`config.mk`:
```
export PLATFORM = sky130hd
export DESIGN_NAME = hazard_stall_unit
export DESIGN_NICKNAME = d
export VERILOG_FILES = /design/src/rtl/hazard_stall_unit.sv
export SDC_FILE = /design/constraint.sdc
export NUM_CORES = 1
export LEC_CHECK = 0
export CAP_MARGIN = 20
export CORE_ASPECT_RATIO = 1.5
export CORE_MARGIN = 1
export CORE_UTILIZATION = 50
export DETAILED_ROUTE_END_ITERATION = 12
export HOLD_SLACK_MARGIN = 0.06
export PLACE_DENSITY = 0.86
export SYNTH_ARGS = -nofsm -noshare
export SYNTH_HDL_FRONTEND = slang
export SYNTH_SLANG_ARGS = --single-unit
```
`constraint.sdc`:
```
create_clock -name clk -period 5.94 [get_ports clk]
set_clock_uncertainty 0.1 [all_clocks]
set_input_delay 1.188 -clock clk [delete_from_list [all_inputs] [get_ports clk]]
set_output_delay 1.188 -clock clk [all_outputs]
set_load 0.1 [all_outputs]
```
`src/rtl/hazard_stall_unit.sv`:
```
// -----------------------------------------------------------------------------
// hazard_stall_unit
//   Stall/flush controller for the 5-stage RISC-V pipeline. Covers the hazards
//   operand forwarding cannot hide: load-use (one-cycle stall plus an ID/EX
//   bubble), taken branch (flush of IF/ID and ID/EX), and data-memory wait
//   (full freeze). A RUN/WAIT/HALT FSM halts the core when memory stays busy
//   for MEM_TIMEOUT consecutive cycles. Two saturating counters record stall
//   cycles and branch flushes.
//
// Ports
//   clk, reset_n                 clock, asynchronous active-low reset
//   IFIDrs1/rs2, IFIDuseRs1/Rs2  source registers of the ID instruction
//   IDEXrd, IDEXmemRead          destination / load flag of the EX instruction
//   branchTaken                  EX resolved a taken branch or jump
//   EXMEMmemAccess, dmemReady    MEM-stage access and memory completion
//   pcWrite..memwbWrite          pipeline register write enables
//   ifidFlush, idexBubble        NOP insertion into IF/ID and ID/EX
//   halted                       registered halt flag (sticky until reset)
//   stallCycles, flushCount      saturating performance counters
// -----------------------------------------------------------------------------
module hazard_stall_unit #(
  parameter int MEM_TIMEOUT = 16,
  parameter int CNT_W       = 16
) (
  input  logic             clk,
  input  logic             reset_n,
  input  logic [4:0]       IFIDrs1,
  input  logic [4:0]       IFIDrs2,
  input  logic             IFIDuseRs1,
  input  logic             IFIDuseRs2,
  input  logic [4:0]       IDEXrd,
  input  logic             IDEXmemRead,
  input  logic             branchTaken,
  input  logic             EXMEMmemAccess,
  input  logic             dmemReady,
  output logic             pcWrite,
  output logic             ifidWrite,
  output logic             idexWrite,
  output logic             exmemWrite,
  output logic             memwbWrite,
  output logic             ifidFlush,
  output logic             idexBubble,
  output logic             halted,
  output logic [CNT_W-1:0] stallCycles,
  output logic [CNT_W-1:0] flushCount
);

  localparam int WCNT_W = $clog2(MEM_TIMEOUT) + 1;

  typedef enum logic [1:0] {
    S_RUN  = 2'd0,
    S_WAIT = 2'd1,
    S_HALT = 2'd2
  } state_t;

  state_t              r_state;
  state_t              w_state_nxt;
  logic [WCNT_W-1:0]   r_waitCnt;
  logic [WCNT_W-1:0]   w_waitCnt_nxt;
  logic                r_halted;
  logic                w_halted_nxt;
  logic [CNT_W-1:0]    r_stallCycles;
  logic [CNT_W-1:0]    r_flushCount;

  logic                w_memBusy;
  logic                w_loadUse;
  logic                w_flushFire;
  logic                w_stallCount;

  // Counters hold at all-ones instead of wrapping.
  function automatic logic [CNT_W-1:0] sat_inc(input logic [CNT_W-1:0] v);
    return (&v) ? v : v + CNT_W'(1);
  endfunction

  assign w_memBusy = EXMEMmemAccess & ~dmemReady;

  // rd == x0 never creates a dependency; unused source fields are ignored.
  assign w_loadUse = IDEXmemRead & (IDEXrd != 5'd0) &
                     ((IFIDuseRs1 & (IDEXrd == IFIDrs1)) |
                      (IFIDuseRs2 & (IDEXrd == IFIDrs2)));

  // Output priority: HALT > memory freeze > branch flush > load-use > run.
  // During a freeze a pending branch stays in EX and is flushed on release.
  always_comb begin
    pcWrite     = 1'b1;
    ifidWrite   = 1'b1;
    idexWrite   = 1'b1;
    exmemWrite  = 1'b1;
    memwbWrite  = 1'b1;
    ifidFlush   = 1'b0;
    idexBubble  = 1'b0;
    w_flushFire = 1'b0;
    if (r_state == S_HALT || w_memBusy) begin
      pcWrite    = 1'b0;
      ifidWrite  = 1'b0;
      idexWrite  = 1'b0;
      exmemWrite = 1'b0;
      memwbWrite = 1'b0;
    end else if (branchTaken) begin
      ifidFlush   = 1'b1;
      idexBubble  = 1'b1;
      w_flushFire = 1'b1;
    end else if (w_loadUse) begin
      pcWrite    = 1'b0;
      ifidWrite  = 1'b0;
      idexBubble = 1'b1;
    end
  end

  assign w_stallCount = ~pcWrite & (r_state != S_HALT);

  // waitCnt counts consecutive busy cycles; the busy cycle seen while
  // waitCnt == MEM_TIMEOUT-1 is the MEM_TIMEOUT-th one and halts the core.
  always_comb begin
    w_state_nxt   = r_state;
    w_waitCnt_nxt = r_waitCnt;
    w_halted_nxt  = r_halted;
    unique case (r_state)
      S_RUN: begin
        if (w_memBusy) begin
          w_state_nxt   = S_WAIT;
          w_waitCnt_nxt = WCNT_W'(1);
        end
      end
      S_WAIT: begin
        if (!w_memBusy) begin
          w_state_nxt   = S_RUN;
          w_waitCnt_nxt = '0;
        end else if (r_waitCnt == WCNT_W'(MEM_TIMEOUT - 1)) begin
          w_state_nxt  = S_HALT;
          w_halted_nxt = 1'b1;
        end else begin
          w_waitCnt_nxt = r_waitCnt + WCNT_W'(1);
        end
      end
      S_HALT: begin
        w_state_nxt = S_HALT;
      end
      default: begin
        w_state_nxt   = S_RUN;
        w_waitCnt_nxt = '0;
      end
    endcase
  end

  always_ff @(posedge clk or negedge reset_n) begin
    if (!reset_n) begin
      r_state       <= S_RUN;
      r_waitCnt     <= '0;
      r_halted      <= 1'b0;
      r_stallCycles <= '0;
      r_flushCount  <= '0;
    end else begin
      r_state   <= w_state_nxt;
      r_waitCnt <= w_waitCnt_nxt;
      r_halted  <= w_halted_nxt;
      if (w_stallCount) r_stallCycles <= sat_inc(r_stallCycles);
      if (w_flushFire)  r_flushCount  <= sat_inc(r_flushCount);
    end
  end

  assign halted      = r_halted;
  assign stallCycles = r_stallCycles;
  assign flushCount  = r_flushCount;

endmodule
```
# Word-level counts from Yosys, hierarchy flattened
# Cells that the tools add are included.
# word_totals
register_bits	40
latch_bits	0
mem_bits_rw	0
romBits	0
in_bits	23
output_inout_bits	40
wordCells	56
memories	0
# op_classes
add_sub_neg	3
mul	0
div	0
order_cmp	0
n_eq_ne	9
n_shift	0
mux	17
bitwise	12
reduce_logical	10
# op_table
operator	n
16-bit by 1-bit adder with 16-bit output (second input constant)	2
16-bit AND reduction	2
5-bit 2-to-1 mux	3
5-bit one-hot mux with 3 select lines	1
5-bit == test	2
1-bit 2-to-1 mux	9
1-bit bitwise AND	6
2-bit 2-to-1 mux	3
3-bit inequality test (second input constant)	2
2-bit one-hot mux with 3 select lines	1
2-bit AND reduction	3
3-bit AND reduction	2
5-bit by 1-bit adder with 5-bit output (second input constant)	1
5-bit by 4-bit == test with 1-bit output (second input constant)	1
1-bit inverter	5
5-bit nonzero test	1
2-bit inequality test (second input constant)	2
2-bit by 1-bit == test with 1-bit output (second input constant)	1
2-bit == test (second input constant)	1
2-bit zero test	1
1-bit logical OR	1
1-bit OR	1

# Depth between registers and ports, before layout
# depth
word_depth	10
depth_mapped	8
ltp_nobuf	7

# Worst setup path after synthesis
# OpenSTA, ideal clock, no wires.
# synth_path
kind	input -> output
start	input dmemReady
end	output pcWrite
arrival_ps	3576
t_required_ps	4652
path_slack_ps	1076
path_stages	4
n_path_buf	1
cell_sequence	nand2b_1 > and2_1 > o31a_1 > buf_4
# synth_between
elab_chain_len	4
# synth_lines
element	line	source
from (decl)	35	input logic dmemReady,
1-bit inverter	75	assign w_memBusy = EXMEMmemAccess & ~dmemReady;
1-bit bitwise AND	75	
1-bit logical OR	93	if (r_state == S_HALT || w_memBusy) begin
1-bit 2-to-1 mux	--	
to (decl)	36	output logic pcWrite,
# No other way between the ends.

# Worst setup path after layout
# layout_path
start	input dmemReady
end	output ifidFlush
# layout_between
elab_chain_len	4
# layout_lines
element	line	source
1-bit inverter	75	
1-bit bitwise AND	75	
1-bit logical OR	93	
1-bit 2-to-1 mux	93	
to (decl)	41	output logic ifidFlush,
# No other way between the ends.

==> results.py <==
metrics = {
    "clocking": {
        "cts_tree": "yes",
        "post_cts_buffers": 0,
        "worstSkewPairLatency_ns": 0.30,
        "ctsHoldBuffers": 0,
        "cts_buffer_depth": 2,
        "cts.sinks": 40,
        "clock-root-buffer": "clkbuf_8",
        "cts_buffers": 5,
        "path_clk_slew_ns": 0.09,
        "cts_resized": 0,
        "cts_max_level": 2,
    },
    "critical_path": {
        "cpMostUsedCell": "clkdlybuf4s50_1",
        "endpoint_kind": "output port",
        "ff2ff_path_depth": 7,
        "cp.arrival_ns": 3.29,
        "rrSetupSlack_ns": 3.47,
        "crit_family": "buffers and inverters",
        "cp_max_fo": 5,
        "rr_endpoint": "flushCount[11]$_DFFE_PN0P_",
        "slowest_stage": "clkdlybuf4s50_1",
        "critPathKind": "input pin to output port",
        "required_ns": 4.65,
        "crit_buf_inv": 3,
        "cpPeakStageDelay_ns": 1.14,
        "critPathLaunchType": "input pin",
        "r2r_start": "r_state[0]$_DFFE_PN0P_",
        "crit_chain": "clkdlybuf4s50_1 > nand2b_1 > nand3_1 > inv_1 > clkdlybuf4s50_1",
    },
    "routing": {
        "via_per_inst": 5.455,
        "dr.pass1.iters": 4,
        "antenna_left": 0,
        "wl_per_cell_um": 14.46,
        "drcViolationCount": 0,
        "vias": 1680,
        "first_iter_violations": 19,
        "wirelength_um": 4453,
    },
    "global_route": {
        "grt_pass1_vias": 1625,
        "grt_first_pass_wirelength_um": 7176,
        "grt_max_degree": 41,
        "grt_usage_pct": 22.54,
        "gr-total-overflow": 0,
        "antenna_found_initial": 0,
    },
    "sta": {
        "slew_violations": 0,
        "fin_ws_ns": 1.357,
        "finalSetupViolCount": 0,
        "rsz0062_at_grt": "no",
        "period_needed_ns": 4.583,
        "period_share_pct": 77.15,
        "tns_ns": 0,
        "slew_headroom_pct": 34.07,
        "max_freq_mhz": 218.2,
        "final_hold_viol_count": 0,
        "worst_hold_slack_ns": 0.3840,
        "tightest_slew_ns": 0.9859,
    },
    "outcome": {
        "status": "complete, no violations",
    },
    "yosys": {
        "syn_nets": 225,
        "synth-simple-area-share_pct": 21.19,
        "synth.avg_cell_area_um2": 10.50,
        "synth_top_family_by_area": "simple AND/OR/NAND/NOR gates",
        "ys_seq_area_share_pct": 48.16,
        "syn-cell-area_mm2": 0.002078,
        "synth-seq-cells": 40,
        "yosysWarningCount": 0,
        "synth_flop_cell": "dfrtp_1",
        "yosys.cell_types.count": 40,
        "synth_edf_count": 0,
        "synth_xor_area_share_pct": 17.28,
        "synth-adder-area-share_pct": 2.408,
        "synth_mux_area_share_pct": 2.107,
        "synthArstFlopShare_pct": 100.0,
        "synth_compound_area_share_pct": 5.960,
        "syn_inst": 198,
    },
    "min_path": {
        "whs_endpoint": "halted$_DFFE_PN0P_",
        "hold_path_depth": 1,
        "hold_class": "flip-flop to flip-flop",
        "min_from": "halted$_DFFE_PN0P_",
    },
    "floorplan": {
        "ios": 63,
        "start_util_pct": 52.50,
        "row_count": 28,
        "design.core.area_mm2": 0.003959,
        "die_x_um": 54.64,
        "dieArea_mm2": 0.004424,
        "die_h_um": 80.96,
    },
    "cells_and_area": {
        "nNetsFinal": 289,
        "areaGrowthSynthToFinish_pct": 35.88,
        "drive_gt1_share_pct": 8.745,
        "final_area_mm2": 0.002824,
        "finish.utilization_pct": 71.33,
        "fillers": 303,
        "layout_common_cells": "clkdlybuf4s50_1, dfrtp_1, xor2_1",
        "num_antenna_cells": 0,
        "mostFrequentLayoutCell": "clkdlybuf4s50_1",
    },
    "pwr": {
        "ir_drop_mv": 0.4515,
        "combPwrFrac_pct": 45.3,
        "power_frac_seq_pct": 33.4,
        "leakage_nw": 1.290,
        "switching_power_w": 0.0005173,
        "powerDensity_mw_per_mm2": 382.3,
        "netSwitchingFraction_pct": 47.91,
        "clockPowerShare_pct": 21.3,
        "internal-power_w": 0.0005624,
    },
    "place": {
        "portBuffers": 62,
        "place_ws_ns": 1.419,
        "dpl_cell_area_mm2": 0.002701,
        "dp_hpwl_um": 3253,
        "gp_congestion": 0.7438,
    },
    "job": {
        "cap_violations": 0,
    },
}
[routing by layer]
layer  up-vias  wire length (um)  share of wire [%]  GRT usage [%]
met5         -                 0                  0              0
li1        806                 -                  -              -
met2        61              2310                 52          39.28
met4         0                90                2.0          8.462
met1       803              1687                 38          25.15
met3        10               364                8.2          5.805
[cell type report]
type / instances / area (um^2) / share of cell area [%]
clock buffers: 5 / 68.82 / 2.437
clock inverters: 3 / 46.29 / 1.639
repair buffers: 63 / 615.6 / 21.80
multi-input cells: 147 / 1017 / 36.02
well taps: 45 / 56.30 / 1.994
flip-flops and latches: 40 / 1001 / 35.45
inverters: 5 / 18.77 / 0.6646
[state kept, by name (all words and copies together), names as in the netlist]
signal,cells
flushCount,16
halted,1
r_state,2
r_waitCnt,5
stallCycles,16
[logic make-up (layout without fill, tap and decap cells)]
family	count (synthesis)	in the layout
multiplexers	4	4
XOR/XNOR	41	41
AO/OA/AOI/OAI	16	16
adder cells (fa/ha/maj)	4	4
AND/OR/NAND/NOR	82	82
buffers and inverters	11	76
flip-flops	40	40
[worst reg2reg max path, stage by stage (launching register included)]
cell	delay (ns)
dfrtp_1	0.54
nand2b_1	0.27
nand3_1	0.18
a31oi_1	0.44
and3_1	0.32
and2_1	0.22
and3_1	0.18
xor2_1	0.14
[cells in the mapped netlist (all sizes together) (2+ instances only)]
master / number / area share [%]
o21ai: 3 / 0.72
a21oi: 2 / 0.48
nand2b: 3 / 0.90
nand2: 19 / 3.4
and2: 3 / 0.90
dfrtp: 40 / 48
nor3: 6 / 1.9
nand3: 17 / 4.1
clkbuf: 2 / 0.36
xor2: 26 / 11
nor4: 3 / 1.5
mux2: 3 / 1.6
nand4: 3 / 0.90
nor2: 11 / 2.0
buf: 4 / 1.6
o31ai: 2 / 0.96
ha: 4 / 2.4
xnor2: 15 / 6.3
and3: 12 / 3.6
inv: 5 / 0.90
and4: 2 / 0.84
[power by group through the flow]
| stage | combinational, W | clock, W | sequential, W |
|---|---|---|---|
| 5_1_grt | 0.000511 | 0.000246 | 0.000368 |
| 3_3_place_gp | 0.000487 | 0 | 0.000365 |
| 6_report | 0.000489 | 0.000230 | 0.000361 |
| 2_1_floorplan | 0.000114 | 0 | 0.000618 |
| 3_5_place_dp | 0.000490 | 0 | 0.000366 |
| 4_1_cts | 0.000492 | 0.000235 | 0.000361 |
[metrics by stage]
stage                     total power [W]  std cells
final                            0.001080        308
after global routing             0.001126        308
after CTS                        0.001087        307
after detailed placement        0.0008568        299
after global placement          0.0008520        299
after floorplan                 0.0007326        198
[worst max path at each step]
stage,start,slack (ns),cells after the start,end
finish,dmemReady,1.36,5,ifidFlush
global route,dmemReady,1.29,5,ifidFlush
CTS,dmemReady,1.36,5,ifidFlush
detailed placement,dmemReady,1.42,5,ifidFlush
global placement,dmemReady,1.44,5,ifidFlush
floorplan,dmemReady,1.08,4,pcWrite
Power figures use the tool's default switching activity.
